### src/rtl/timer_bank.sv
// Bank of independent up/down timer channels with prescaler, compare match,
// one-shot/periodic reload, cascade chaining and sticky interrupts.
module timer_bank #(
    parameter int NUM_CH  = 4,
    parameter int CNT_W   = 32,
    parameter int PRESC_W = 8
) (
    input  logic                       clk,
    input  logic                       rst_n,
    input  logic [NUM_CH-1:0]          i_en,
    input  logic [NUM_CH-1:0]          i_count_up,
    input  logic [NUM_CH-1:0]          i_reload,
    input  logic [NUM_CH-1:0]          i_cascade,
    input  logic [NUM_CH*PRESC_W-1:0]  i_prescale,
    input  logic [NUM_CH*CNT_W-1:0]    i_load_value,
    input  logic [NUM_CH*CNT_W-1:0]    i_compare_value,
    input  logic [NUM_CH-1:0]          i_irq_clr,
    output logic [NUM_CH*CNT_W-1:0]    o_cnt_value,
    output logic [NUM_CH-1:0]          o_done,
    output logic [NUM_CH-1:0]          o_irq,
    output logic [NUM_CH-1:0]          o_running
);

    typedef enum logic [1:0] {
        IDLE    = 2'd0,
        RUN     = 2'd1,
        EXPIRED = 2'd2
    } state_t;

    localparam logic [NUM_CH-1:0] CH0_MASK = NUM_CH'(1);

    logic [NUM_CH-1:0] done_q;
    logic [NUM_CH-1:0] irq_q;
    logic [NUM_CH-1:0] casc_en;
    logic [NUM_CH-1:0] prev_done;

    // Channel 0 has no upstream neighbour, so its cascade bit is masked off.
    assign casc_en   = i_cascade & ~CH0_MASK;
    assign prev_done = done_q << 1;

    assign o_done = done_q;
    assign o_irq  = irq_q;

    for (genvar k = 0; k < NUM_CH; k++) begin : g_ch
        state_t             state_q, state_d;
        logic [CNT_W-1:0]   value_q, value_d;
        logic [PRESC_W-1:0] psc_q, psc_d;
        logic               done_d;
        logic               irq_d;
        logic [CNT_W-1:0]   load_v;
        logic [CNT_W-1:0]   cmp_v;
        logic [PRESC_W-1:0] psc_v;
        logic               tick;
        logic               cnt_ev;

        assign load_v = i_load_value[k*CNT_W +: CNT_W];
        assign cmp_v  = i_compare_value[k*CNT_W +: CNT_W];
        assign psc_v  = i_prescale[k*PRESC_W +: PRESC_W];
        assign tick   = (psc_q == psc_v);
        assign cnt_ev = casc_en[k] ? prev_done[k] : tick;
        assign irq_d  = done_q[k] | (irq_q[k] & ~i_irq_clr[k]);

        always_ff @(posedge clk or negedge rst_n) begin
            if (!rst_n) begin
                state_q   <= IDLE;
                value_q   <= '0;
                psc_q     <= '0;
                done_q[k] <= 1'b0;
                irq_q[k]  <= 1'b0;
            end else begin
                state_q   <= state_d;
                value_q   <= value_d;
                psc_q     <= psc_d;
                done_q[k] <= done_d;
                irq_q[k]  <= irq_d;
            end
        end

        always_comb begin
            state_d = state_q;
            value_d = value_q;
            psc_d   = psc_q;
            done_d  = 1'b0;
            if (!i_en[k]) begin
                state_d = IDLE;
                value_d = load_v;
                psc_d   = '0;
            end else begin
                case (state_q)
                    // IDLE already mirrors the load value; reloading here also
                    // makes the first run after reset start from the load value.
                    IDLE: begin
                        state_d = RUN;
                        value_d = load_v;
                    end
                    RUN: begin
                        psc_d = tick ? '0 : psc_q + 1'b1;
                        if (cnt_ev) begin
                            if (value_q == cmp_v) begin
                                done_d = 1'b1;
                                if (i_reload[k]) value_d = load_v;
                                else             state_d = EXPIRED;
                            end else if (i_count_up[k]) begin
                                value_d = value_q + 1'b1;
                            end else begin
                                value_d = value_q - 1'b1;
                            end
                        end
                    end
                    EXPIRED: ;
                    default: state_d = IDLE;
                endcase
            end
        end

        always_comb begin
            o_running[k] = (state_q == RUN);
        end

        assign o_cnt_value[k*CNT_W +: CNT_W] = value_q;
    end

endmodule

### config.mk
export PLATFORM = sky130hd
export DESIGN_NAME = timer_bank
export DESIGN_NICKNAME = d
export VERILOG_FILES = /design/src/rtl/timer_bank.sv
export SDC_FILE = /design/constraint.sdc
export NUM_CORES = 1
export LEC_CHECK = 0
export CAP_MARGIN = 20
export CORE_UTILIZATION = 25
export DETAILED_ROUTE_END_ITERATION = 8
export GPL_ROUTABILITY_DRIVEN = 1
export PLACE_DENSITY = 0.48
export SLEW_MARGIN = 20
export SYNTH_ARGS = -nofsm -noshare
export SYNTH_HDL_FRONTEND = slang
export SYNTH_SLANG_ARGS = --single-unit
export TNS_END_PERCENT = 50
### constraint.sdc
create_clock -name clk -period 2.75 [get_ports clk]
set_input_delay 0.275 -clock clk [delete_from_list [all_inputs] [get_ports clk]]
set_output_delay 0.275 -clock clk [all_outputs]
set_load 0.05 [all_outputs]
==> flow_summary.toml <==
[synthesis]
synthTopCellsByCount = "nand2_1 (217), dfrtp_1 (176), o21ai_0 (157), xor2_1 (151), a21oi_1 (135)"
yosys.area.top_type = "dfrtp_1"
synth_edf_count = 0
synth_most_common_cell = "nand2_1"
syn_avg_cell_area_um2 = 8.28
yosysSeqAreaShare_pct = 26.8
ys_ff_latch = 176
yosys_warnings = 0
syn_area_um2 = 16400
syn-instance-count = 1985
ys_types = 77
async_flop_share_pct = 100
ys.flop_type = "dfrtp_1"
yosysTopAreaCellShare_pct = 26.8
synth_fp_nets = 2423
synthTopCellsByArea = "dfrtp_1 (27%), ha_1 (9.4%), xor2_1 (8.1%)"

[floorplan]
start_util_pct = 25.4
dieWidth_um = 258
core_area_um2 = 64700
die_y_um = 258
num_rows = 93
io_pins = 450
die_area_um2 = 66700

[global_route]
grt_pass1_vias = 18900
grt_max_degree = 60
antenna_found_initial = 8
track_usage_pct = 20.5
overflow = 0
grt_pass1_wl_mm = 106

[drt]
via_per_inst = 4.78
drc = 0
dr.first_iter.drc_count = 853
antenna_left = 0
dr.pass1.iters = 6
routed_wirelength_mm = 68.9
via_count = 18200
wl_per_cell_um = 18.1

[status]
status = "finished with violations"
violations = "setup timing"

[placement]
place_inst = 3751
place_hpwl_mm = 56.9
globalplace.congestion = 0.884
io_buffers = 448
place_ws_ns = -0.916
place_area_um2 = 26400

[worst_setup_path]
endpoint_kind = "flip-flop"
slowest_delay_ns = 0.41
worstPathCellList = "buf_4, ha_4, a211oi_4, o211ai_1, nand3_1, o31a_1, a31oi_4, a311oi_2, xnor2_1, mux2_4, mux2_2"
cpMaxStageDelayCell = "dfrtp_1"
worst-setup-path-type = "reg -> reg"
worst_ep_arrival_time_ns = 3.13
crit_required_ns = 3.12
crit_fanout = 4
critPathLaunchType = "flip-flop"

[timing]
tightest_slew_ns = 0.614
post-route-min-period_ns = 2.76
skew_ns = 0.0175
slew_viol_final = 0
post-route-period-util_pct = 100
fin_ws_ns = -0.00632
holdWs_ns = 0.307
fmax_mhz = 363
slew_headroom_pct = 59.0
setup_viol = 1
finalHoldViolCount = 0
grt_setup_unrepaired = "yes"

[hold_path]
min_path_type = "in -> async"

[cts]
cts_buffers = 17
cts.sinks = 176
cts.clk_slew.worst_paths_ns = 0.08
cts_root_buf = "clkbuf_16"
cts_tree = "done"
cts-htree-levels = 4
clock_latency_ns = 0.49
cts_buffer_depth = 2

[pwr]
powerDensity_nw_per_um2 = 741
peakVddDrop_v = 0.000489
leakage_nw = 12.2
power.total_w = 0.0206

[flow_run]
drv_cap = 0

[final_layout]
finish.instance_area_um2 = 27800
layout.cells.non_filler = 3803
layout-drive-gt1-share_pct = 26.5
final_nets = 3370
synthToLayoutAreaGrowth_pct = 69.5
fillers = 6491
through the flow:
stage	setup TNS [ns]	util, %
2_1_floorplan	-10.98	-
3_3_place_gp	-52.78	40.8
3_5_place_dp	-54.97	40.8
4_1_cts	-0.240	42.2
5_1_grt	-0.993	43.0
6_report	-0.00632	43.0
where the power goes:
| group | total [W] | internal, W | switching (W) |
|---|---|---|---|
| registers | 0.00387 | 0.00313 | 0.000740 |
| clock network | 0.00251 | 0.00130 | 0.00121 |
| logic | 0.0142 | 0.00676 | 0.00749 |
per-layer routing:
metal,GRT usage [%],share of wire (%),up-vias
met2,35.9,50,392
met4,5.93,2.0,8
met1,25.7,44,8608
li1,-,-,9113
met5,0,0.083,-
met3,3.25,4.0,74
kinds of logic (layout without fill, tap and decap cells):
logic type               count (synthesis)  count (layout)  synth area share, %
flip-flops                             176             176                 26.8
buffers and inverters                  123            1083                 2.94
AND/OR/NAND/NOR                        625             625                 18.6
other                                    0               3                    0
adder cells (fa/ha/maj)                128             128                 9.93
AO/OA/AOI/OAI                          586             586                 22.4
multiplexers                            88              88                 5.50
XOR/XNOR                               259             259                 13.8
flip-flops by register name, summed over array words and instances (netlist names):
name and count:
g_ch.value_q 128, g_ch.psc_q 32, g_ch.state_q 8, o_done 4, o_irq 4
critical path, delay by kind of cell (launching register included):
kind                       cells  cell delay (ns)
adders and majority gates      1             0.22
buffers and inverters          1             0.16
xor gates and xnor gates       1             0.12
AOI/OAI and AO/OA              5             1.11
DFF                            1             0.41
muxes                          2             0.51
and+or+nand+nor                1             0.10
cell usage in the layout (no fill, tap or decap), types with 24 or more instances in the layout:
cell / count
buf_4: 528
dfrtp_1: 168
o21ai_1: 54
nor2b_1: 30
xor2_1: 150
inv_1: 46
clkdlybuf4s50_1: 443
nand3_1: 37
ha_4: 37
a21oi_1: 117
and3_1: 30
nand2_1: 215
xnor2_1: 102
o21ai_0: 144
mux2i_1: 70
a21o_1: 67
nor2_1: 115
ha_1: 85
nor4_1: 26
nand4_1: 31
nor3_1: 24
area by class of cell:
type / count / area (um2) / area share [%]
multi-input combinational: 1686 / 12800 / 45.9
antenna: 3 / 7.51 / 0.0270
clock inverter: 11 / 105 / 0.377
sequential: 176 / 4410 / 15.9
tap: 855 / 1070 / 3.84
clock buffer: 21 / 460 / 1.65
inverter: 55 / 221 / 0.795
timing repair buffer: 996 / 8780 / 31.5
path summary, 6_finish.rpt:
path / start / endpoint / slack, ns / depth (start not counted)
max: g_ch[0].value_q[1]$_DFFE_PN0P_ / g_ch[0].value_q[29]$_DFFE_PN0P_ / -0.006 / 11
min: rst_n / g_ch[1].value_q[2]$_DFFE_PN0P_ / 0.31 / 2
max reg2reg: g_ch[0].value_q[1]$_DFFE_PN0P_ / g_ch[0].value_q[29]$_DFFE_PN0P_ / -0.006 / 11
min reg2reg: g_ch[1].state_q[0]$_DFFE_PN0P_ / g_ch[1].state_q[0]$_DFFE_PN0P_ / 0.48 / 1
max in group asynchronous: rst_n / g_ch[2].value_q[14]$_DFFE_PN0P_ / 1.64 / 3
min in group clk: i_irq_clr[0] / o_irq[0]$_DFF_PN0_ / 0.36 / 3
timing repair:
action                     4_1_cts  5_1_grt
resized for setup               52      102
buffers inserted                 9       15
setup endpoints to repair       66       70
pin swaps                       33       75
hold endpoints to repair        49        0
hold buffers                     1        0
gates cloned                     0        0
Note: power is estimated with default switching activity, not from simulation.
